### src/rtl/rx_packet_framer.sv
// Packet framer: turns decoded symbols into a framed flit stream in a FWFT FIFO,
// with side-band credit/ACK pulses and error/overflow reporting.
module rx_packet_framer #(
    parameter int unsigned PKT_LEN_W  = 7,
    parameter int unsigned FIFO_DEPTH = 8
) (
    input  logic                 CLK,
    input  logic                 nRST,
    input  logic                 dec_done,
    input  logic [39:0]          dec_flit,
    input  logic [2:0]           dec_comma_sel,
    input  logic                 dec_err,
    input  logic [PKT_LEN_W-1:0] dec_pkt_size,
    output logic                 out_valid,
    output logic [39:0]          out_flit,
    output logic                 out_last,
    output logic                 out_poison,
    input  logic                 out_ready,
    output logic                 cred_vc0,
    output logic                 cred_vc1,
    output logic                 ack_valid,
    output logic                 ack_vc,
    output logic [1:0]           ack_id,
    output logic [4:0]           ack_req,
    output logic                 pkt_done,
    output logic                 pkt_err,
    output logic [15:0]          pkt_count,
    output logic [7:0]           err_count,
    output logic                 overflow
);

    localparam int unsigned AW = $clog2(FIFO_DEPTH);
    localparam int unsigned PW = AW + 1;

    localparam logic [2:0] SYM_START = 3'd0;
    localparam logic [2:0] SYM_END   = 3'd1;
    localparam logic [2:0] SYM_CRED0 = 3'd2;
    localparam logic [2:0] SYM_CRED1 = 3'd3;
    localparam logic [2:0] SYM_ACK   = 3'd4;
    localparam logic [2:0] SYM_DATA  = 3'd5;

    typedef enum logic [2:0] {IDLE, HEADER, BODY, WAIT_END, DROP} state_t;

    typedef struct packed {
        logic        poison;
        logic        last;
        logic [39:0] flit;
    } entry_t;

    localparam entry_t POISON_ENTRY = '{poison: 1'b1, last: 1'b1, flit: 40'h0};

    state_t               state, fsm_nxt, state_nxt;
    logic [PKT_LEN_W-1:0] rem, rem_nxt;
    entry_t               mem [FIFO_DEPTH];
    entry_t               head, push_entry;
    logic [AW:0]          wr_ptr, rd_ptr;
    logic                 fifo_full, fifo_empty, pop, push_req, push, drop_c;
    logic                 bad_sym, fsm_err, err_c, done_c, cred0_c, cred1_c, ack_c;

    // FIFO status and FWFT head; outputs forced to zero while empty
    assign fifo_empty = (wr_ptr == rd_ptr);
    assign fifo_full  = (wr_ptr[AW] != rd_ptr[AW]) && (wr_ptr[AW-1:0] == rd_ptr[AW-1:0]);
    assign head       = mem[rd_ptr[AW-1:0]];
    assign out_valid  = !fifo_empty;
    assign out_flit   = out_valid ? head.flit : 40'h0;
    assign out_last   = out_valid & head.last;
    assign out_poison = out_valid & head.poison;
    assign pop        = out_valid & out_ready;
    assign drop_c     = push_req & fifo_full & ~pop;
    assign push       = push_req & ~drop_c;
    assign bad_sym    = dec_err | (dec_comma_sel[2] & dec_comma_sel[1]);

    // Framing FSM next state, FIFO write request and pulse sources
    always_comb begin
        fsm_nxt    = state;
        rem_nxt    = rem;
        push_req   = 1'b0;
        push_entry = '0;
        fsm_err    = 1'b0;
        done_c     = 1'b0;
        cred0_c    = 1'b0;
        cred1_c    = 1'b0;
        ack_c      = 1'b0;
        if (dec_done) begin
            if (bad_sym) begin
                if (state != DROP) begin
                    fsm_err = 1'b1;
                    fsm_nxt = DROP;
                    if (state == BODY) begin
                        push_req   = 1'b1;
                        push_entry = POISON_ENTRY;
                    end
                end
            end else begin
                case (dec_comma_sel)
                    SYM_CRED0: cred0_c = 1'b1;
                    SYM_CRED1: cred1_c = 1'b1;
                    SYM_ACK:   ack_c   = 1'b1;
                    SYM_START: begin
                        fsm_err = (state inside {HEADER, BODY, WAIT_END});
                        if (state == BODY) begin
                            push_req   = 1'b1;
                            push_entry = POISON_ENTRY;
                        end
                        fsm_nxt = HEADER;
                    end
                    SYM_END: begin
                        case (state)
                            HEADER: begin
                                fsm_err = 1'b1;
                                fsm_nxt = IDLE;
                            end
                            BODY: begin
                                fsm_err    = 1'b1;
                                push_req   = 1'b1;
                                push_entry = POISON_ENTRY;
                                fsm_nxt    = IDLE;
                            end
                            WAIT_END: begin
                                done_c  = 1'b1;
                                fsm_nxt = IDLE;
                            end
                            DROP:    fsm_nxt = IDLE;
                            default: ;
                        endcase
                    end
                    SYM_DATA: begin
                        case (state)
                            IDLE: fsm_err = 1'b1;
                            HEADER: begin
                                push_req        = 1'b1;
                                push_entry.flit = dec_flit;
                                push_entry.last = (dec_pkt_size == '0);
                                rem_nxt         = dec_pkt_size;
                                fsm_nxt         = (dec_pkt_size == '0) ? WAIT_END : BODY;
                            end
                            BODY: begin
                                push_req        = 1'b1;
                                push_entry.flit = dec_flit;
                                push_entry.last = (rem <= PKT_LEN_W'(1));
                                rem_nxt         = (rem == '0) ? rem : rem - PKT_LEN_W'(1);
                                if (rem <= PKT_LEN_W'(1)) fsm_nxt = WAIT_END;
                            end
                            WAIT_END: begin
                                fsm_err = 1'b1;
                                fsm_nxt = IDLE;
                            end
                            default: ;
                        endcase
                    end
                    default: ;
                endcase
            end
        end
    end

    // A dropped FIFO write overrides the FSM decision
    assign state_nxt = drop_c ? DROP : fsm_nxt;
    assign err_c     = fsm_err | drop_c;

    always_ff @(posedge CLK or negedge nRST) begin
        if (!nRST) begin
            state  <= IDLE;
            rem    <= '0;
            wr_ptr <= '0;
            rd_ptr <= '0;
        end else begin
            state <= state_nxt;
            rem   <= rem_nxt;
            if (push) wr_ptr <= wr_ptr + PW'(1);
            if (pop)  rd_ptr <= rd_ptr + PW'(1);
        end
    end

    always_ff @(posedge CLK) begin
        if (push) mem[wr_ptr[AW-1:0]] <= push_entry;
    end

    // Registered pulses, ACK fields and counters
    always_ff @(posedge CLK or negedge nRST) begin
        if (!nRST) begin
            cred_vc0  <= 1'b0;
            cred_vc1  <= 1'b0;
            ack_valid <= 1'b0;
            ack_vc    <= 1'b0;
            ack_id    <= 2'd0;
            ack_req   <= 5'd0;
            pkt_done  <= 1'b0;
            pkt_err   <= 1'b0;
            pkt_count <= 16'd0;
            err_count <= 8'd0;
            overflow  <= 1'b0;
        end else begin
            cred_vc0  <= cred0_c;
            cred_vc1  <= cred1_c;
            ack_valid <= ack_c;
            if (ack_c) begin
                ack_vc  <= dec_flit[39];
                ack_id  <= dec_flit[38:37];
                ack_req <= dec_flit[36:32];
            end
            pkt_done <= done_c;
            pkt_err  <= err_c;
            if (done_c) pkt_count <= pkt_count + 16'd1;
            if (err_c && err_count != 8'hFF) err_count <= err_count + 8'd1;
            if (drop_c) overflow <= 1'b1;
        end
    end

endmodule

### config.mk
export PLATFORM = sky130hd
export DESIGN_NAME = rx_packet_framer
export DESIGN_NICKNAME = d
export VERILOG_FILES = /design/src/rtl/rx_packet_framer.sv
export SDC_FILE = /design/constraint.sdc
export NUM_CORES = 1
export LEC_CHECK = 0
export BUFFER_PORTS_ARGS = -buffer_cell sky130_fd_sc_hd__buf_2
export CORE_ASPECT_RATIO = 1.5
export CORE_MARGIN = 2
export CORE_UTILIZATION = 54
export CTS_CLUSTER_SIZE = 8
export DETAILED_ROUTE_END_ITERATION = 8
export GPL_TIMING_DRIVEN = 1
export PLACE_DENSITY_LB_ADDON = 0.3
export SETUP_SLACK_MARGIN = 0.1
export SYNTH_ARGS = -nofsm -noshare
export SYNTH_HDL_FRONTEND = slang
export SYNTH_SLANG_ARGS = --single-unit
### constraint.sdc
create_clock -name CLK -period 6.3 [get_ports CLK]
set_input_delay 0 -clock CLK [delete_from_list [all_inputs] [get_ports CLK]]
set_output_delay 0 -clock CLK [all_outputs]
set_load 0.01 [all_outputs]
# Yosys cells after proc, flatten, opt, wreduce, memory -nomap -nowiden
# Memories as Yosys holds them, arrays and structs flattened.
# Index checks and enable logic that the tools add are counted.
[classes] add_sub_neg=5 n_mul=0 div_mod_pow=0 order_cmp=1 n_eq_ne=19 shifts=0 n_mux=45 bitwise=12 reduce_logical=17
[op_table] operator="42-bit two-way mux" count=4
[op_table] operator="41-bit one-hot mux with 2 select lines" count=2
[op_table] operator="40-bit two-way mux" count=1
[op_table] operator="1-bit two-way mux" count=26
[op_table] operator="3-bit two-way mux" count=6
[op_table] operator="3-bit one-hot mux with 3 select lines" count=2
[op_table] operator="16-bit by 1-bit adder with 16-bit output (second input constant)" count=1
[op_table] operator="7-bit zero test" count=2
[op_table] operator="7-bit one-hot mux with 2 select lines" count=1
[op_table] operator="3-bit by 2-bit == test with 1-bit output (second input constant)" count=4
[op_table] operator="3-bit == test (second input constant)" count=3
[op_table] operator="4-bit by 1-bit adder with 4-bit output (second input constant)" count=2
[op_table] operator="8-bit by 1-bit adder with 8-bit output (second input constant)" count=1
[op_table] operator="8-bit != test (second input constant)" count=1
[op_table] operator="1-bit bitwise AND" count=7
[op_table] operator="7-bit by 1-bit <= comparator with 1-bit output (second input constant)" count=1
[op_table] operator="7-bit two-way mux" count=1
[op_table] operator="7-bit by 1-bit subtractor with 7-bit output (second input constant)" count=1
[op_table] operator="3-bit by 1-bit == test with 1-bit output (second input constant)" count=2
[op_table] operator="3-bit zero test" count=2
[op_table] operator="6-bit != test (second input constant)" count=1
[op_table] operator="6-bit AND reduction" count=1
[op_table] operator="2-bit OR reduction" count=3
[op_table] operator="5-bit != test (second input constant)" count=1
[op_table] operator="other kinds (18)" count=23
[word_totals] regBits=56 latch_bits=0 ramBits=336 romBits=0 inputBits=55 out_inout_bits=81 word_cells=115 memories=1
[memory_table] memory="mem" words=8 width=42 rd=1 rd_ports_with_merged_regs=0 wr=1 line="54" source="entry_t mem [FIFO_DEPTH];"

# Longest topological paths before layout
# Gate-level depths: netlist (run 1).
[depth] ltp_word=12 ltp_mapped=9 mapped_depth_nobuf=7

# Worst setup path before layout (run 1)
# No wires, ideal clock.
[synth_timing] path_kind="reg-to-reg" startpoint="reg state[2]" endpoint="mem mem[0][0] (netlist name), enable pin" setup_time_ns=0.546 arrival_time_ns=5.366 required_time_ns=5.754 setup_slack_ns=0.388 stages_incl_launch_ff=6 path_buffers=0 period_less_slack_ns=5.912 cell_sequence="dfrtp_1 > or3b_4 > o32ai_2 > o211a_4 > nand2b_1 > nor4_1"
[synth_via] elab_chain_len=12 word_cells_on_any_way=16 classes_between="eq/ne: 3; mux: 8; bitwise: 4; reduce/logical: 1"
[synth_lines] element="from (decl)" line="52" source="state_t state, fsm_nxt, state_nxt;"
[synth_lines] element="from (signal assigned)" line="168" source="state <= state_nxt;"
[synth_lines] element="3-bit by 2-bit == test with 1-bit output / 3-bit by 1-bit == test with 1-bit output (equally long branches)"
[synth_lines] element="2-bit OR reduction (no line)"
[synth_lines] element="1-bit two-way mux" line="128" source="case (state)"
[synth_lines] element="1-bit one-hot mux with 2 select lines" line="95" source="case (dec_comma_sel)"
[synth_lines] element="1-bit two-way mux *" line="85" source="if (bad_sym) begin"
[synth_lines] element="1-bit two-way mux *" line="84" source="if (dec_done) begin"
[synth_lines] element="1-bit bitwise AND (2 in series)" line="69" source="assign drop_c = push_req & fifo_full & ~pop;"
[synth_lines] element="1-bit NOT" line="70" source="assign push = push_req & ~drop_c;"
[synth_lines] element="1-bit bitwise AND *" line="70"
[synth_lines] element="1-bit two-way mux *" line="176" source="if (push) mem[wr_ptr[AW-1:0]] <= push_entry;"
[synth_lines] element="1-bit two-way mux (implied by the code) *" line="176"
[synth_lines] element="to (decl)" line="54"
# Mark *: on every way between the ends. The rest lies on a longest branch, timed or not.

# Worst setup path in the final report (run 1)
[layout_timing] startpoint="reg rd_ptr[0]" endpoint="out out_flit[38]"
[layout_via] elab_chain_len=2 word_cells_on_any_way=3 classes_between="eq/ne: 1; mux: 1; memory: 1"
[layout_lines] element="from (decl)" line="56" source="logic [AW:0] wr_ptr, rd_ptr;"
[layout_lines] element="from (signal assigned)" line="171" source="if (pop) rd_ptr <= rd_ptr + PW'(1);"
[layout_lines] element="memory 8 x 42 bit / 4-bit == test (equally long branches)"
[layout_lines] element="40-bit two-way mux *" line="65" source="assign out_flit = out_valid ? head.flit : 40'h0;"
[layout_lines] element="to (decl)" line="15" source="output logic [39:0] out_flit,"
# Marked as above.

==> metrics.txt, run 1 <==
# TYPE chip_impl_metric gauge
chip_impl_info{name="critPathCaptureType",value="output pin"} 1
chip_impl_metric{name="num_io_pins",unit=""} 136
chip_impl_metric{name="post_synth_and_or_nand_nor_area_fraction",unit="%"} 7.38
chip_impl_metric{name="avgViaCountPerCell",unit=""} 5.61
chip_impl_info{name="worstSetupEndpoint",value="out_flit[38]"} 1
chip_impl_metric{name="setup_viol",unit=""} 0
chip_impl_metric{name="die_width",unit="microns"} 145
chip_impl_info{name="cp_cell_sequence",value="buf_4 -> mux4_2 -> mux2i_1 -> nor2_1 -> buf_2"} 1
chip_impl_metric{name="antenna_found_initial",unit=""} 0
chip_impl_info{name="grt_setup_unrepaired",value="false"} 1
chip_impl_metric{name="final_net_count",unit=""} 1179
chip_impl_metric{name="timing.critical_path.slowest_cell_delay",unit="ns"} 1.11
chip_impl_metric{name="timing_hold_violations_final",unit=""} 0
chip_impl_metric{name="clkTransAtPathRegs",unit="ns"} 0.05
chip_impl_metric{name="rows",unit=""} 77
chip_impl_metric{name="post_cts.repair.setup_buffers",unit=""} 0
chip_impl_metric{name="final_min_period_over_clock_period",unit="%"} 57.5
chip_impl_info{name="critical_path_class",value="flip-flop to output pin"} 1
chip_impl_metric{name="maxCapViolCount",unit=""} 0
chip_impl_metric{name="final_gp_congestion",unit=""} 0.829
chip_impl_metric{name="path_depth",unit=""} 5
chip_impl_metric{name="postLayoutCellArea",unit="sq um"} 19200
chip_impl_info{name="r2r-start",value="rd_ptr[0]"} 1
chip_impl_metric{name="clkSinkCount",unit=""} 392
chip_impl_metric{name="grt_overflow_total",unit=""} 0
chip_impl_metric{name="die_h",unit="microns"} 215
chip_impl_metric{name="synth_compound_area_share",unit="%"} 2.19
chip_impl_metric{name="detail-route-antenna-nets",unit=""} 0
chip_impl_metric{name="place_area",unit="sq um"} 17100
chip_impl_metric{name="slew_headroom",unit="%"} 29.0
chip_impl_info{name="crit_path_start",value="rd_ptr[0]"} 1
chip_impl_metric{name="yosysWarnings",unit=""} 0
chip_impl_metric{name="post_synth_inst_count",unit=""} 903
chip_impl_metric{name="worst-r2r-cell-count",unit=""} 7
chip_impl_metric{name="setup_total_negative_slack",unit="ns"} 0
chip_impl_metric{name="synth.yosys.seq_area_share",unit="%"} 71.8
chip_impl_metric{name="async_reset_ff_share",unit="%"} 14.3
chip_impl_info{name="slowest_stage",value="dfrtp_4"} 1
chip_impl_metric{name="power-per-cell-area",unit="nW/um^2"} 396
chip_impl_metric{name="detailroute.via_count",unit=""} 8596
chip_impl_metric{name="clock_path_buffers",unit=""} 3
chip_impl_metric{name="synth-adder-area-share",unit="%"} 0.547
chip_impl_metric{name="min_period",unit="ns"} 3.62
chip_impl_metric{name="die_area",unit="sq um"} 31100
chip_impl_metric{name="post_synth_instance_area",unit="sq um"} 16000
chip_impl_metric{name="grt_usage",unit="%"} 21.4
chip_impl_metric{name="path_buf_inv",unit=""} 2
chip_impl_metric{name="clock_insertion_delay_worst_skew",unit="ns"} 0.56
chip_impl_metric{name="initial_core_util",unit="%"} 54.6
chip_impl_metric{name="setup.reg_to_reg.worst_slack",unit="ns"} 2.95
chip_impl_metric{name="synthesis.area_per_instance",unit="sq um"} 17.7
chip_impl_metric{name="critical_path_arrival",unit="ns"} 3.62
chip_impl_info{name="result_of_the_run",value="finished clean"} 1
chip_impl_metric{name="peak_supply_drop",unit="mV"} 0.263
chip_impl_metric{name="worstPathMaxFanout",unit=""} 53
chip_impl_metric{name="num-fill-cells",unit=""} 2067
chip_impl_metric{name="drt_drc_violations_left",unit=""} 0
chip_impl_metric{name="grt_first_pass_wirelength",unit="microns"} 50500
chip_impl_metric{name="yosys_register_bits",unit=""} 392
chip_impl_metric{name="synthXorXnorAreaFrac",unit="%"} 1.81
chip_impl_metric{name="mux_cell_area_share_after_synthesis",unit="%"} 14.8
chip_impl_metric{name="synth_largest_type_area_fraction",unit="%"} 63.0
chip_impl_info{name="root_buffer",value="clkbuf_16"} 1
chip_impl_metric{name="timing.clock.skew",unit="ns"} 0.00854
chip_impl_metric{name="tightestPinTransition",unit="ns"} 1.06
chip_impl_metric{name="area_growth_syn_to_layout",unit="%"} 19.7
chip_impl_metric{name="grt_start_max_net_pins",unit=""} 69
chip_impl_metric{name="p_leak",unit="nW"} 7.37
chip_impl_metric{name="number_of_enable_flip_flop_cells_after_synthesis",unit=""} 336
chip_impl_metric{name="portBuffers",unit=""} 135
chip_impl_metric{name="mappedNetlistNets",unit=""} 965
chip_impl_metric{name="first_global_vias",unit=""} 9423
chip_impl_metric{name="antenna_cells_inserted",unit=""} 0
chip_impl_metric{name="core_region_area",unit="sq um"} 29300
chip_impl_info{name="min-delay-path-class",value="input port to async pin"} 1
chip_impl_metric{name="postRouteWirelength",unit="microns"} 31700
chip_impl_metric{name="h-tree-depth",unit=""} 2
chip_impl_metric{name="utilization",unit="%"} 65.4
chip_impl_info{name="post-synth-top-area-cell",value="edfxtp_1"} 1
chip_impl_info{name="synth_top_family_by_area",value="multiplexers"} 1
chip_impl_info{name="cts_tree",value="yes"} 1
chip_impl_metric{name="dp_wirelength",unit="microns"} 17400
chip_impl_metric{name="avgRoutedWirePerCell",unit="microns"} 20.7
chip_impl_info{name="start_kind",value="flip-flop"} 1
chip_impl_metric{name="final_slew_viol_count",unit=""} 0
chip_impl_metric{name="tritoncts.num_buffers",unit=""} 54
chip_impl_metric{name="detailedRoute.firstPassIterationCount",unit=""} 5
chip_impl_metric{name="first_iter_violations",unit=""} 484
chip_impl_metric{name="layout-drive-gt1-share",unit="%"} 27.6
chip_impl_info{name="rr_endpoint",value="mem[6][29]"} 1
chip_impl_info{name="synthTopCellsByArea",value="edfxtp_1 (63%), mux4_2 (12%), dfrtp_1 (8.8%)"} 1
chip_impl_metric{name="crit_required",unit="ns"} 6.30
chip_impl_metric{name="post_synth_num_cell_types",unit=""} 54
chip_impl_info{name="path_delay_family",value="flip-flops"} 1
chip_impl_metric{name="max_clock_freq",unit="MHz"} 276
chip_impl_info{name="top_reg_cell_synth",value="edfxtp_1"} 1
## synthesized netlist by cell type, drive strengths merged, types with 2 or more instances
cell	n
edfxtp	336
mux4	84
nor2	63
dfrtp	56
nand2	51
mux2i	43
and2	41
clkbuf	27
nand3	22
buf	20
nor3	19
xnor2	18
xor2	15
o21ai	12
a21oi	11
nand2b	10
inv	9
ha	7
nand4	7
and3	5
nor2b	5
a21o	4
mux2	4
nor3b	3
nor4	3
o211ai	3
and2b	2
o211a	2
o21a	2
## registers in the layout, summed over array words and instances, names as in the netlist, 2 cells and up
register   cells
ack_id         2
rem            7
wr_ptr         4
rd_ptr         4
state          3
pkt_count     16
mem          336
err_count      8
ack_req        5
## through the flow
stage	hold slack [ns]	std cells	total power (W)	setup slack [ns]
floorplan	-0.296	903	0.00452	0.388
global placement	0.191	1400	0.00510	2.84
detailed placement	0.198	1400	0.00513	2.86
CTS	0.137	1533	0.00768	2.59
global route	0.212	1533	0.00794	2.42
finish	0.128	1533	0.00759	2.68
## layout by cell type (no fill, tap or decap), types with 2 or more instances in the layout
cell and n:
o21a_1 2, edfxtp_1 336, inv_6 2, clkbuf_1 20
buf_2 135, nor3b_1 3, nor3_2 7, a21o_1 4
o211ai_1 3, and3_1 4, dfrtp_1 53, ha_1 7
buf_4 14, xor2_1 15, dfrtp_4 3, o21ai_0 12
nand4_1 7, and2b_1 2, nor2_4 2, nand2_1 51
mux2i_1 43, nor4_1 2, and2_1 41, clkbuf_16 54
mux4_2 84, xnor2_1 18, inv_1 8, a21oi_1 10
nand2b_1 10, mux2_1 2, nor3_1 12, nand3_1 22
dlygate4sd3_1 56, mux2_2 2, nor2_1 61, nor2b_1 4
## tightest hold or removal path, delay by kind of cell
kind                   cells  cell delay, ns
buffers and inverters      3            1.18
## cell families (layout without fill, tap and decap cells)
logic type                 Yosys count  after routing
and+or+nand+nor                    235            235
adders and majority gates            7              7
AOI/OAI and AO/OA                   48             48
buffers and inverters               57            292
DFF                                392            392
xor gates and xnor gates            33             33
muxes                              131            131
## repair_timing
action                                 CTS  global route
setup endpoints to repair                0             0
gates resized for setup                  0             0
hold buffers                            56             0
endpoints found under the hold margin  410             0
## worst min-delay path by stage
stage	endpoint	cells after the start	startpoint
5_1_grt	pkt_count[10]	3	nRST
2_1_floorplan	ack_id[0]	0	nRST
4_1_cts	pkt_count[9]	3	nRST
3_5_place_dp	pkt_count[7]	2	nRST
6_report	pkt_count[9]	3	nRST
3_3_place_gp	pkt_count[11]	2	nRST
## area by class of cell
| class | count | area [sq um] | share of cell area (%) |
|---|---|---|---|
| Multi-Input combinational cell | 454 | 4330 | 22.6 |
| Timing Repair Buffer | 205 | 1340 | 7.00 |
| Clock inverter | 3 | 33.8 | 0.176 |
| Clock buffer | 74 | 1430 | 7.44 |
| Tap cell | 395 | 494 | 2.58 |
| Inverter | 10 | 37.5 | 0.196 |
| Sequential cell | 392 | 11500 | 60.0 |
## report_power, final
part / internal (W) / total, W / switching [W]
combinational: 0.000920 / 0.00180 / 0.000876
sequential: 0.00294 / 0.00328 / 0.000338
clock: 0.00154 / 0.00252 / 0.000976
total: 0.00540 / 0.00759 / 0.00219
## routing by layer
metal	GRT usage [%]	up-vias	wire (microns)
met3	3.97	49	1500
met4	6.44	0	697
li1	-	3916	-
met2	38.2	229	17200
met5	0	-	0
met1	26.3	4402	12300
Note: power is estimated with default switching activity, not from simulation.
==> run 2: changes to the inputs <==
clock period = 3 ns   (was 6.3 ns; I/O delays follow)
==> run 2 against run 1 <==
Effect of this change: die area did not move; largest power group unchanged; combinational power increased by 140%; highest routed layer is now met5; worst hold slack worse by 0.072 ns.
==> metrics.txt, run 2 (synthesis results as in run 1) <==
# TYPE chip_impl_metric gauge
chip_impl_info{name="result_of_the_run",value="finished clean"} 1
chip_impl_metric{name="core_region_area",unit="sq um"} 29300
chip_impl_metric{name="clkTransAtPathRegs",unit="ns"} 0.05
chip_impl_metric{name="grt_start_max_net_pins",unit=""} 88
chip_impl_info{name="cp_cell_sequence",value="buf_12 -> mux4_2 -> mux2i_1 -> nor2_1 -> buf_2"} 1
chip_impl_metric{name="post-place-ws",unit="ns"} 0.394
chip_impl_info{name="slowest_stage",value="mux4_2"} 1
chip_impl_metric{name="final_slew_viol_count",unit=""} 0
chip_impl_metric{name="final_gp_congestion",unit=""} 0.861
chip_impl_metric{name="worstPathMaxFanout",unit=""} 87
chip_impl_info{name="cts_tree",value="yes"} 1
chip_impl_metric{name="drt_drc_violations_left",unit=""} 0
chip_impl_info{name="root_buffer",value="clkbuf_16"} 1
chip_impl_metric{name="clkSinkCount",unit=""} 392
chip_impl_metric{name="avgViaCountPerCell",unit=""} 5.61
chip_impl_info{name="hold_path.startpoint",value="dec_err"} 1
chip_impl_metric{name="first_global_vias",unit=""} 9249
chip_impl_metric{name="initial_core_util",unit="%"} 54.6
chip_impl_metric{name="p_leak",unit="nW"} 7.44
chip_impl_metric{name="tritoncts.num_buffers",unit=""} 54
chip_impl_metric{name="detailroute.via_count",unit=""} 8629
chip_impl_metric{name="power-per-cell-area",unit="nW/um^2"} 836
chip_impl_metric{name="area_growth_syn_to_layout",unit="%"} 21.0
chip_impl_metric{name="grt_usage",unit="%"} 21.9
chip_impl_metric{name="setup_total_negative_slack",unit="ns"} 0
chip_impl_info{name="critical_path_class",value="flip-flop to output pin"} 1
chip_impl_metric{name="postRouteWirelength",unit="microns"} 32900
chip_impl_metric{name="timing_hold_violations_final",unit=""} 0
chip_impl_info{name="min-delay-path-class",value="input port to flip-flop"} 1
chip_impl_info{name="start_kind",value="flip-flop"} 1
chip_impl_info{name="critPathCaptureType",value="output pin"} 1
chip_impl_metric{name="timing.critical_path.slowest_cell_delay",unit="ns"} 0.60
chip_impl_info{name="grt_setup_unrepaired",value="false"} 1
chip_impl_metric{name="avgRoutedWirePerCell",unit="microns"} 21.4
chip_impl_metric{name="path_buf_inv",unit=""} 2
chip_impl_info{name="hold_path_end",value="pkt_done"} 1
chip_impl_metric{name="clock_path_buffers",unit=""} 3
chip_impl_metric{name="final_min_period_over_clock_period",unit="%"} 92.5
chip_impl_info{name="path_delay_family",value="multiplexers"} 1
chip_impl_metric{name="antenna_found_initial",unit=""} 2
chip_impl_metric{name="final_net_count",unit=""} 1184
chip_impl_metric{name="hold-worst-slack",unit="ns"} 0.0565
chip_impl_metric{name="rows",unit=""} 77
chip_impl_metric{name="layout_setup_ws",unit="ns"} 0.225
chip_impl_metric{name="min_period",unit="ns"} 2.77
chip_impl_metric{name="largest_register_ff_count",unit=""} 336
chip_impl_metric{name="die_width",unit="microns"} 145
chip_impl_info{name="rr_endpoint",value="mem[4][6]"} 1
chip_impl_metric{name="die_area",unit="sq um"} 31100
chip_impl_metric{name="holdPathStages",unit=""} 4
chip_impl_metric{name="place_area",unit="sq um"} 17400
chip_impl_metric{name="num_io_pins",unit=""} 136
chip_impl_metric{name="detail-route-antenna-nets",unit=""} 0
chip_impl_metric{name="h-tree-depth",unit=""} 2
chip_impl_metric{name="clock_insertion_delay_worst_skew",unit="ns"} 0.56
chip_impl_metric{name="slew_headroom",unit="%"} 34.7
chip_impl_metric{name="layout-drive-gt1-share",unit="%"} 28.1
chip_impl_metric{name="portBuffers",unit=""} 135
chip_impl_metric{name="max_clock_freq",unit="MHz"} 360
chip_impl_metric{name="setup.reg_to_reg.worst_slack",unit="ns"} 0.38
chip_impl_metric{name="timing.clock.skew",unit="ns"} 0.0210
chip_impl_metric{name="postLayoutCellArea",unit="sq um"} 19400
chip_impl_info{name="final_cell_mix",value="edfxtp_1 (336), buf_2 (135), mux4_2 (84), nor2_1 (61)"} 1
chip_impl_metric{name="critical_path_arrival",unit="ns"} 2.77
chip_impl_metric{name="worst-r2r-cell-count",unit=""} 7
chip_impl_metric{name="die_h",unit="microns"} 215
chip_impl_metric{name="grt_first_pass_wirelength",unit="microns"} 51300
chip_impl_metric{name="first_iter_violations",unit=""} 472
chip_impl_metric{name="crit_required",unit="ns"} 3.00
chip_impl_metric{name="tightestPinTransition",unit="ns"} 0.979
chip_impl_metric{name="detailedRoute.firstPassIterationCount",unit=""} 4
chip_impl_metric{name="maxCapViolCount",unit=""} 0
chip_impl_info{name="r2r-start",value="state[1]"} 1
chip_impl_metric{name="grt_overflow_total",unit=""} 0
chip_impl_info{name="final_common_cell",value="edfxtp_1"} 1
chip_impl_metric{name="setup_viol",unit=""} 0
chip_impl_metric{name="dp_wirelength",unit="microns"} 17900
chip_impl_metric{name="post_cts.repair.setup_buffers",unit=""} 0
chip_impl_metric{name="peak_supply_drop",unit="mV"} 0.656
==> run 2: layout make-up <==
type,count,area (sq um)
diodes,1,2.50
clock buffers,76,1460
fillers,1992,9920
multi-input cells,454,4380
inverters,10,37.5
flip-flops and latches,392,11500
repair buffers,210,1490
well taps,395,494
clock inverters,1,8.76
==> run 2: metal layers <==
| layer | up-vias | part of all wire, % | track usage [%] |
|---|---|---|---|
| met4 | 2 | 2.6 | 7.44 |
| met5 | - | 0.027 | 0 |
| li1 | 3938 | - | - |
| met3 | 63 | 4.9 | 4.12 |
| met1 | 4379 | 39 | 27.6 |
| met2 | 247 | 54 | 38.2 |
==> run 2: repair_timing <==
item / in CTS / in global routing
hold endpoints to repair: 385 / 0
hold buffers: 55 / 0
gates resized for setup: 0 / 0
==> run 2: worst max-delay path by stage <==
stage	from	to	slack, ns	depth (start not counted)
6_report	rd_ptr[0]	out_flit[32]	0.23	5
4_1_cts	rd_ptr[0]	out_flit[32]	0.18	5
3_5_place_dp	state[1]	mem[0][16]	0.39	6
3_3_place_gp	state[1]	mem[4][13]	0.42	7
2_1_floorplan	state[2]	mem[0][0]	-0.25	5
5_1_grt	rd_ptr[0]	out_flit[32]	0.12	5
==> run 2: worst register-to-register path: cells and delay by family, from the launching register on <==
family          cells  cell delay (ns)
compound gates      2             0.38
simple gates        4             1.04
flops               1             0.56
buf+inv             1             0.30
==> run 2: power by group <==
part | internal (W) | switching, W
registers | 0.00617 | 0.000263
logic | 0.00201 | 0.00238
clock network | 0.00329 | 0.00207
total | 0.0115 | 0.00472
==> run 2: stage by stage <==
step                      utilization (%)  power (W)  cells
after detailed placement             59.2     0.0109   1406
after CTS                            66.1     0.0164   1538
after floorplan                         -    0.00954    903
after global placement               59.2     0.0109   1406
after global routing                 66.1     0.0169   1539
final                                66.1     0.0162   1539
